<file path="src/rtl/codec_pkg.sv">
// rtl/codec_pkg.sv - shared sample types and sequencer state encoding for codec_seq
package codec_pkg;

    localparam int SMP_W = 16;

    typedef struct packed {
        logic signed [SMP_W-1:0] lft;
        logic signed [SMP_W-1:0] rht;
    } smp_pair_t;

    typedef enum logic [1:0] {
        ST_HOLD   = 2'd0,
        ST_SETTLE = 2'd1,
        ST_RUN    = 2'd2
    } codec_state_e;

endpackage

</file>
<file path="src/rtl/codec_seq_tmr.sv">
// rtl/codec_seq_tmr.sv - loadable up-counter flagging terminal count N-1
module codec_seq_tmr #(
    parameter int N = 16,
    localparam int W = (N > 1) ? $clog2(N) : 1
) (
    input  logic         clk,
    input  logic         rst_n,
    input  logic         load,
    input  logic [W-1:0] load_val,
    input  logic         en,
    output logic         tc
);

    logic [W-1:0] cnt_q;
    logic [W-1:0] cnt_d;

    always_comb begin
        cnt_d = cnt_q;
        if (load) begin
            cnt_d = load_val;
        end else if (en) begin
            cnt_d = cnt_q + W'(1);
        end
    end

    always_ff @(posedge clk or negedge rst_n) begin
        if (!rst_n) begin
            cnt_q <= '0;
        end else begin
            cnt_q <= cnt_d;
        end
    end

    assign tc = (cnt_q == W'(N - 1));

endmodule

</file>
<file path="src/rtl/codec_seq.sv">
// rtl/codec_seq.sv - codec power-up sequencer and sample handoff; CODEC_SEQ_STATS_EN adds event counters
module codec_seq
    import codec_pkg::*;
#(
    parameter int RST_CYC    = 1024,
    parameter int SETTLE_FRM = 16
) (
    input  logic                    clk,
    input  logic                    rst_n,
    input  logic                    restart,
    input  logic                    intf_valid,
    input  logic signed [SMP_W-1:0] lft_in,
    input  logic signed [SMP_W-1:0] rht_in,
    input  logic                    smp_rdy,
    input  logic                    proc_vld,
    input  logic signed [SMP_W-1:0] proc_lft,
    input  logic signed [SMP_W-1:0] proc_rht,
    output logic                    codec_rst_n,
    output logic                    smp_vld,
    output logic signed [SMP_W-1:0] smp_lft,
    output logic signed [SMP_W-1:0] smp_rht,
    output logic signed [SMP_W-1:0] lft_out,
    output logic signed [SMP_W-1:0] rht_out,
    output logic                    running,
    output logic                    overrun,
    output logic                    underrun
`ifdef CODEC_SEQ_STATS_EN
    ,
    output logic [15:0]             ovr_cnt,
    output logic [15:0]             udr_cnt
`endif
);

    codec_state_e state_q, state_d;
    smp_pair_t    smp_q, smp_d;
    smp_pair_t    play_q, play_d;
    logic         smp_vld_q, smp_vld_d;
    logic         fresh_q, fresh_d;
    logic         first_q, first_d;
    logic         ovr_q, ovr_d;
    logic         udr_q, udr_d;
    logic         hold_ld, settle_ld;
    logic         hold_tc, settle_tc;

    codec_seq_tmr #(.N(RST_CYC)) u_hold_tmr (
        .clk      (clk),
        .rst_n    (rst_n),
        .load     (hold_ld),
        .load_val ('0),
        .en       (state_q == ST_HOLD),
        .tc       (hold_tc)
    );

    codec_seq_tmr #(.N(SETTLE_FRM)) u_settle_tmr (
        .clk      (clk),
        .rst_n    (rst_n),
        .load     (settle_ld),
        .load_val ('0),
        .en       ((state_q == ST_SETTLE) && intf_valid),
        .tc       (settle_tc)
    );

    always_comb begin
        state_d   = state_q;
        smp_d     = smp_q;
        play_d    = play_q;
        smp_vld_d = smp_vld_q;
        fresh_d   = fresh_q;
        first_d   = first_q;
        ovr_d     = ovr_q;
        udr_d     = udr_q;
        hold_ld   = 1'b0;
        settle_ld = 1'b0;

        case (state_q)
            ST_HOLD: begin
                if (hold_tc) begin
                    state_d = ST_SETTLE;
                    hold_ld = 1'b1;
                end
            end
            ST_SETTLE: begin
                if (intf_valid && settle_tc) begin
                    state_d   = ST_RUN;
                    settle_ld = 1'b1;
                end
            end
            ST_RUN: begin
                if (intf_valid) begin
                    if (smp_vld_q && !smp_rdy) begin
                        ovr_d = 1'b1;
                    end else begin
                        smp_d     = '{lft: lft_in, rht: rht_in};
                        smp_vld_d = 1'b1;
                    end
                    // A processed pair landing with the frame strobe still feeds that frame
                    if (!fresh_q && !proc_vld && !first_q) begin
                        udr_d = 1'b1;
                    end
                    fresh_d = 1'b0;
                    first_d = 1'b0;
                end else if (smp_vld_q && smp_rdy) begin
                    smp_vld_d = 1'b0;
                end
                if (proc_vld) begin
                    play_d = '{lft: proc_lft, rht: proc_rht};
                    if (!intf_valid) begin
                        fresh_d = 1'b1;
                    end
                end
            end
            default: state_d = ST_HOLD;
        endcase

        if (restart) begin
            state_d   = ST_HOLD;
            hold_ld   = 1'b1;
            settle_ld = 1'b1;
            smp_vld_d = 1'b0;
            play_d    = '0;
            fresh_d   = 1'b0;
            first_d   = 1'b1;
            ovr_d     = 1'b0;
            udr_d     = 1'b0;
        end
    end

    always_ff @(posedge clk or negedge rst_n) begin
        if (!rst_n) begin
            state_q   <= ST_HOLD;
            smp_q     <= '0;
            play_q    <= '0;
            smp_vld_q <= 1'b0;
            fresh_q   <= 1'b0;
            first_q   <= 1'b1;
            ovr_q     <= 1'b0;
            udr_q     <= 1'b0;
        end else begin
            state_q   <= state_d;
            smp_q     <= smp_d;
            play_q    <= play_d;
            smp_vld_q <= smp_vld_d;
            fresh_q   <= fresh_d;
            first_q   <= first_d;
            ovr_q     <= ovr_d;
            udr_q     <= udr_d;
        end
    end

    assign running     = (state_q == ST_RUN);
    assign codec_rst_n = (state_q != ST_HOLD);
    assign smp_vld     = smp_vld_q;
    assign smp_lft     = smp_q.lft;
    assign smp_rht     = smp_q.rht;
    assign lft_out     = running ? play_q.lft : '0;
    assign rht_out     = running ? play_q.rht : '0;
    assign overrun     = ovr_q;
    assign underrun    = udr_q;

`ifdef CODEC_SEQ_STATS_EN
    logic [15:0] ovr_cnt_q, ovr_cnt_d;
    logic [15:0] udr_cnt_q, udr_cnt_d;
    logic        ovr_evt, udr_evt;

    assign ovr_evt = running && intf_valid && smp_vld_q && !smp_rdy;
    assign udr_evt = running && intf_valid && !fresh_q && !proc_vld && !first_q;

    always_comb begin
        ovr_cnt_d = ovr_cnt_q;
        udr_cnt_d = udr_cnt_q;
        if (restart) begin
            ovr_cnt_d = '0;
            udr_cnt_d = '0;
        end else begin
            if (ovr_evt && (ovr_cnt_q != 16'hFFFF)) begin
                ovr_cnt_d = ovr_cnt_q + 16'd1;
            end
            if (udr_evt && (udr_cnt_q != 16'hFFFF)) begin
                udr_cnt_d = udr_cnt_q + 16'd1;
            end
        end
    end

    always_ff @(posedge clk or negedge rst_n) begin
        if (!rst_n) begin
            ovr_cnt_q <= '0;
            udr_cnt_q <= '0;
        end else begin
            ovr_cnt_q <= ovr_cnt_d;
            udr_cnt_q <= udr_cnt_d;
        end
    end

    assign ovr_cnt = ovr_cnt_q;
    assign udr_cnt = udr_cnt_q;
`endif

endmodule

</file>
<file path="config.mk">
export PLATFORM = sky130hd
export DESIGN_NAME = codec_seq
export DESIGN_NICKNAME = d
export VERILOG_FILES = /design/src/rtl/codec_pkg.sv /design/src/rtl/codec_seq_tmr.sv /design/src/rtl/codec_seq.sv
export SDC_FILE = /design/constraint.sdc
export NUM_CORES = 1
export LEC_CHECK = 0
export CORE_MARGIN = 2
export CORE_UTILIZATION = 45
export CTS_CLUSTER_SIZE = 8
export DETAILED_ROUTE_END_ITERATION = 8
export PLACE_DENSITY = 0.89
export SYNTH_ARGS = -nofsm -noshare
export SYNTH_HDL_FRONTEND = slang
export SYNTH_SLANG_ARGS = --single-unit
</file>
<file path="constraint.sdc">
create_clock -name clk -period 2.4 [get_ports clk]
set_input_delay 0.48 -clock clk [delete_from_list [all_inputs] [get_ports clk]]
set_output_delay 0.48 -clock clk [all_outputs]
set_load 0.02 [all_outputs]
</file>
==> results by group <==
Finish
  – Proportion of layout cells with a drive suffix above 1: 0.09005
  – Number of nets in the layout: 491
  – Total of fill cells in the finished design: 565
  – Synth-to-layout area growth: 49.48%
  – Ant diodes: 0
  – Post-route non-filler standard cell count: 524

Floorplanning
  – Horiz. Die Dim: 93.55 um
  – Floorplan die area: 8751 sq um
  – Count of boundary I/O pins: 139
  – Initial core utilization: 0.4646
  – Die Height: 93.55 um
  – Placeable Area: 7767 sq um
  – Number of standard-cell rows in the floorplan: 32

Place
  – Number of I/O port buffers: 138
  – Number of cells after detailed placement: 510
  – Final weighted congestion of routability-driven global placement: 0.7840
  – Hpwl dp: 6.243 mm

Critical path
  – Endpoint type of the worst setup path: primary output
  – Worst r2r path cells: 4
  – Slack of the worst reg-to-reg path: 0.67 ns
  – Max FO, Critical Path: 39
  – Worst R2R Start: u_hold_tmr.cnt_q[0]$_DFFE_PN0P_
  – Worst path max stage delay: 0.60 ns
  – Crit path buffers/inverters: 2
  – Data arrival time of the critical path: 1.85 ns
  – Required time at the worst-slack endpoint: 1.92 ns
  – Endpoint of the lowest-slack register-to-register path: state_q[0]$_DFFE_PN0P_
  – Dominant delay contributor by cell family on the critical path: buffers and inverters
  – Kind of start point of the critical path: register
  – Critical path class: reg2out
  – Cell with the largest stage delay on the worst path: clkdlybuf4s50_1
  – Critical Path, Cell by Cell: nor2b_2 -> buf_12 -> and2_1 -> clkdlybuf4s50_1

Synthesis
  – Area contributors post-synth: dfrtp_1, mux2_1, a22o_1
  – Synthesized netlist net count: 349
  – Number of warnings printed during yosys synthesis: 0
  – Post-synth ARST share: 1.000
  – Mapped Cells: 277
  – Fraction of synthesized cell area taken by the top area cell type: 0.5825
  – Netlist cell types: 45
  – Cell taking the most area after synthesis: dfrtp_1
  – Number of flops mapped to enable cells by yosys: 0
  – Synthesized flop and latch total: 85
  – Sequential share of the synthesized area: 0.5898
  – Flip-flop cell with the highest count after synthesis: dfrtp_1
  – Average footprint of a synthesized cell: 13.03 sq um
  – Netlist area before placement: 3608 sq um

Drt
  – Remaining antenna violation count: 0
  – Met1 WL: 3.719 mm
  – Initial detailed-routing violation count: 93
  – Via count: 2798
  – Routed Wire Length: 8.608 mm
  – Met3 wire length: 524 um
  – DR vias/cell: 5.340
  – Average wire per standard cell: 16.43 um
  – First-pass detailed-route iteration total: 4
  – Highest metal used: met4
  – Remaining DRCs: 0
  – Wire length on met2: 4.281 mm

Timing
  – Total Negative Setup Slacks: 0 ns
  – Hold Slack: 0.09962 ns
  – Least-Margin Pin Slew: 0.5255 ns
  – Final Hold Vio Count: 0
  – Max_slew headroom: 0.6497
  – Final worst path period need: 2.326 ns
  – RSZ-0062 raised after global routing: no
  – Period Utilization, post-route: 0.9691
  – Upper clock frequency limit: 0.4300 GHz
  – Number of endpoints failing setup at the final stage: 0
  – Fin. max-slew vios: 0
  – Setup skew after layout: 0.01254 ns

GRT
  – GRT Resource Usage Total: 0.1991
  – Vias in the first global route: 2776
  – Pin count of the biggest net entering global routing: 46
  – Global-route wire length before repair: 13.62 mm
  – Number of antenna violations at the first check in global routing: 0
  – GR Overflow Total: 0

CTS
  – CTS Buffer Depth: 2
  – TritonCTS Sinks: 85
  – Insertion delay of the later-clocked pin in the worst-skew pair: 0.35 ns
  – Clock-pin slew on the worst setup and hold paths: 0.08 ns
  – Clock buffer count from CTS: 9
  – Number of buffers inserted for hold repair after clock tree synthesis: 0
  – Clock root buffer master: clkbuf_8
  – Number of gates given a new drive strength after cts: 0
  – CTS HTree Levels: 3
  – Buffers inserted by post-CTS timing repair: 0
  – TritonCTS clock tree: built

Flow run
  – Max cap viols: 0

Power and ir drop
  – Power density cells: 484.8 nW/um^2
  – Leakage dissipation: 2.996 nW
  – Worst VDD drop: 0.3087 mV
  – Overall power consumption: 2.615 mW

Min path
  – Type of the most critical hold path: in2async

Outcome
  – Status: complete, no violations
layer usage:
layer  vias to the layer above  GRT usage
met4                         0    0.04952
li1                       1289          -
met5                         -          0
met2                        96     0.3345
met1                      1402     0.2569
met3                        11    0.05479
synth_stat cells, drive strengths merged (2+ instances only):
cell type and number:
inv 3, mux2 33, buf 12, or3 4
nand2 5, and2 32, nand3b 2, nor2b 3
nand4 2, o31ai 5, nor2 7, or4 5
nand3 4, ha 2, clkbuf 4, a22o 33
o21ai 4, xor2 2, a21oi 12, dfrtp 84
logic make-up (layout without fill, tap and decap cells):
family,count (synthesis),after routing,share of synthesized area
mux,34,34,0.1058
flops,85,85,0.5898
buf+inv,19,164,0.02670
xor+xnor,2,2,0.004855
fa+ha+maj,2,2,0.006934
compound gates,63,63,0.1397
simple gates,72,72,0.1262
state kept, by name, summed over array words and instances (netlist names):
signal              flops
play_q                 32
smp_lft                16
smp_rht                16
u_hold_tmr.cnt_q       10
u_settle_tmr.cnt_q      4
state_q                 2
first_q                 1
fresh_q                 1
overrun                 1
smp_vld                 1
underrun                1
area by class of cell:
cell class                      count  area, sq um  area share
Inverter                            3        11.26    0.002088
Sequential cell                    85         2128      0.3946
Tap cell                          102        127.6     0.02366
Timing Repair Buffer              147         1559      0.2890
Clock inverter                      5        53.80    0.009974
Multi-Input combinational cell    173         1390      0.2577
Clock buffer                        9        123.9     0.02296
metrics by stage:
stage               setup WS [ns]  utilization  instance area (sq um)
global placement           0.3075       0.6619                   5141
floorplan                  0.4808            -                   3608
CTS                       0.01607       0.6848                   5319
detailed placement         0.2660       0.6619                   5141
finish                    0.07427       0.6944                   5394
global route             0.004483       0.6944                   5394
power by group:
| part | internal (mW) | switching [mW] | total (mW) |
|---|---|---|---|
| sequential | 1.44 | 0.0107 | 1.45 |
| clock | 0.466 | 0.489 | 0.956 |
| combinational | 0.126 | 0.0816 | 0.208 |
worst max-delay path by stage:
stage | start | end | cells past startpoint
global placement | restart | u_hold_tmr.cnt_q[7]$_DFFE_PN0P_ | 4
global route | state_q[0]$_DFFE_PN0P_ | rht_out[11] | 4
detailed placement | intf_valid | smp_rht[11]$_DFFE_PN0P_ | 5
floorplan | state_q[1]$_DFFE_PN0P_ | rht_out[10] | 4
CTS | state_q[0]$_DFFE_PN0P_ | rht_out[14] | 4
finish | state_q[0]$_DFFE_PN0P_ | rht_out[2] | 4
cell usage in the layout, fill, tap and decap left out, types with 2 or more instances in the layout:
cell type | netlist | final
nor2_1 | 6 | 6
and2_1 | 32 | 32
or3_1 | 4 | 4
a22o_1 | 32 | 32
dfrtp_1 | 84 | 84
xor2_1 | 2 | 2
buf_12 | 0 | 3
o21ai_0 | 4 | 4
nand3_1 | 3 | 3
mux2_2 | 3 | 3
clkbuf_8 | 0 | 9
nand2_1 | 5 | 5
buf_4 | 4 | 7
mux2_1 | 30 | 30
clkinv_2 | 0 | 3
a21oi_1 | 12 | 11
dlymetal6s2s_1 | 0 | 30
o31ai_1 | 5 | 5
inv_1 | 3 | 3
nor2b_1 | 3 | 2
clkdlybuf4s50_1 | 0 | 107
or4_1 | 5 | 5
nand3b_1 | 2 | 2
ha_1 | 2 | 2
(Power assumes the default switching activity.)
==> RTL edit (config.mk and constraints unchanged) <==
Re-encode `codec_state_e` (3 states) as one-hot, 3 bits wide.
--- a/src/rtl/codec_pkg.sv
+++ b/src/rtl/codec_pkg.sv
@@ -8,10 +8,10 @@
         logic signed [SMP_W-1:0] rht;
     } smp_pair_t;
 
-    typedef enum logic [1:0] {
-        ST_HOLD   = 2'd0,
-        ST_SETTLE = 2'd1,
-        ST_RUN    = 2'd2
+    typedef enum logic [2:0] {
+        ST_HOLD   = 3'b001,
+        ST_SETTLE = 3'b010,
+        ST_RUN    = 3'b100
     } codec_state_e;
 
 endpackage
Function: no difference found for any inputs over 10 cycles, from zero or initial values and one cycle with rst_n low; not proved beyond that.
==> RTL edit against the unedited design <==
- sequential cell count is 1 higher
- via count is 0.50% lower
- global-route usage is 0.36 points lower
- power is 3.8% higher
- setup slack better by 0.028 ns
- area after synthesis is 0.49% higher
- largest cell class unchanged
- design area is 0.88% lower
- routed wire length is 2.0% lower
- count of clock-buffer cells in the layout is 1 higher
==> RTL edit: results (changes against the unedited design) <==
[metrics] initial detailed-routing violation count: 123 (+32%)
[metrics] reg2reg start: state_q[1]
[metrics] static leakage: 0.00261 uW (-13%)
[metrics] drt via density: 5.20 (-2.5%)
[metrics] met3 track demand over resource: 3.45% (-2.0 points)
[metrics] cell types with the largest area share after synthesis: sky130_fd_sc_hd__dfrtp_1, sky130_fd_sc_hd__mux2_2, sky130_fd_sc_hd__a22o_1, sky130_fd_sc_hd__and2_1, sky130_fd_sc_hd__xor2_1
[metrics] non-clk buf share: 27.1% (-1.8 points)
[metrics] sequential element share of the synthesized area: 59.4% (+0.44 points)
[metrics] clock network power: 1080 uW (+13%)
[metrics] maximum number of pins on one net before global-route repair: 40 (-13%)
[metrics] first-pass GRT wire length: 13.6 mm (-0.35%)
[metrics] number of placed instances, taps included: 521 (+2.2%)
[metrics] crit path time final: 2.30 ns (-0.0277 ns)
[metrics] met2 routed WL: 4.30 mm (+0.49%)
[metrics] Logic power comb: 179 uW (-14%)
[metrics] placed cell area: 5170 sq um (+0.63%)
[metrics] met1 capacity usage during global routing: 26.5% (+0.83 points)
[metrics] Routed met1 length: 3.65 mm (-1.9%)
[metrics] highest ir drop seen on vdd: 0.312 mV (+0.93%)
[metrics] post-synthesis net count: 359 (+2.9%)
[metrics] Comb power frac: 6.6% (-1.4 points)
[metrics] number of global-route vias before repair: 2863 (+3.1%)
[metrics] Met3 Routed Length: 387 um (-26%)
[metrics] clk_buf instances: 10 (+1)
[metrics] Critical Path Sink: codec_rst_n
[metrics] result of the run: completed
==> RTL edit: changes by cell type after synthesis, moves of 6 or more <==
cell / unedited run / this run
sky130_fd_sc_hd__a21oi_1: 12 / 5
sky130_fd_sc_hd__mux2_1: 30 / 0
sky130_fd_sc_hd__mux2_2: 3 / 32
sky130_fd_sc_hd__nand2_1: 5 / 14
sky130_fd_sc_hd__nor2_1: 6 / 13
sky130_fd_sc_hd__xor2_1: 2 / 8
==> RTL edit: cell families after synthesis <==
family                   after synthesis  share of synthesized area, %
AND/OR/NAND/NOR                       88                          14.1
adder cells (fa/ha/maj)                2                         0.690
buffers and inverters                 19                          2.31
flip-flops                            86                          59.4
XOR/XNOR                              10                          2.42
AO/OA/AOI/OAI                         49                          10.8
multiplexers                          33                          10.2
==> RTL edit: worst max-delay path: stages, from the launching register on <==
cell	delay, ns
sky130_fd_sc_hd__dfstp_2	0.62
sky130_fd_sc_hd__nor3b_4	0.23
sky130_fd_sc_hd__inv_2	0.09
sky130_fd_sc_hd__clkdlybuf4s50_1	0.54
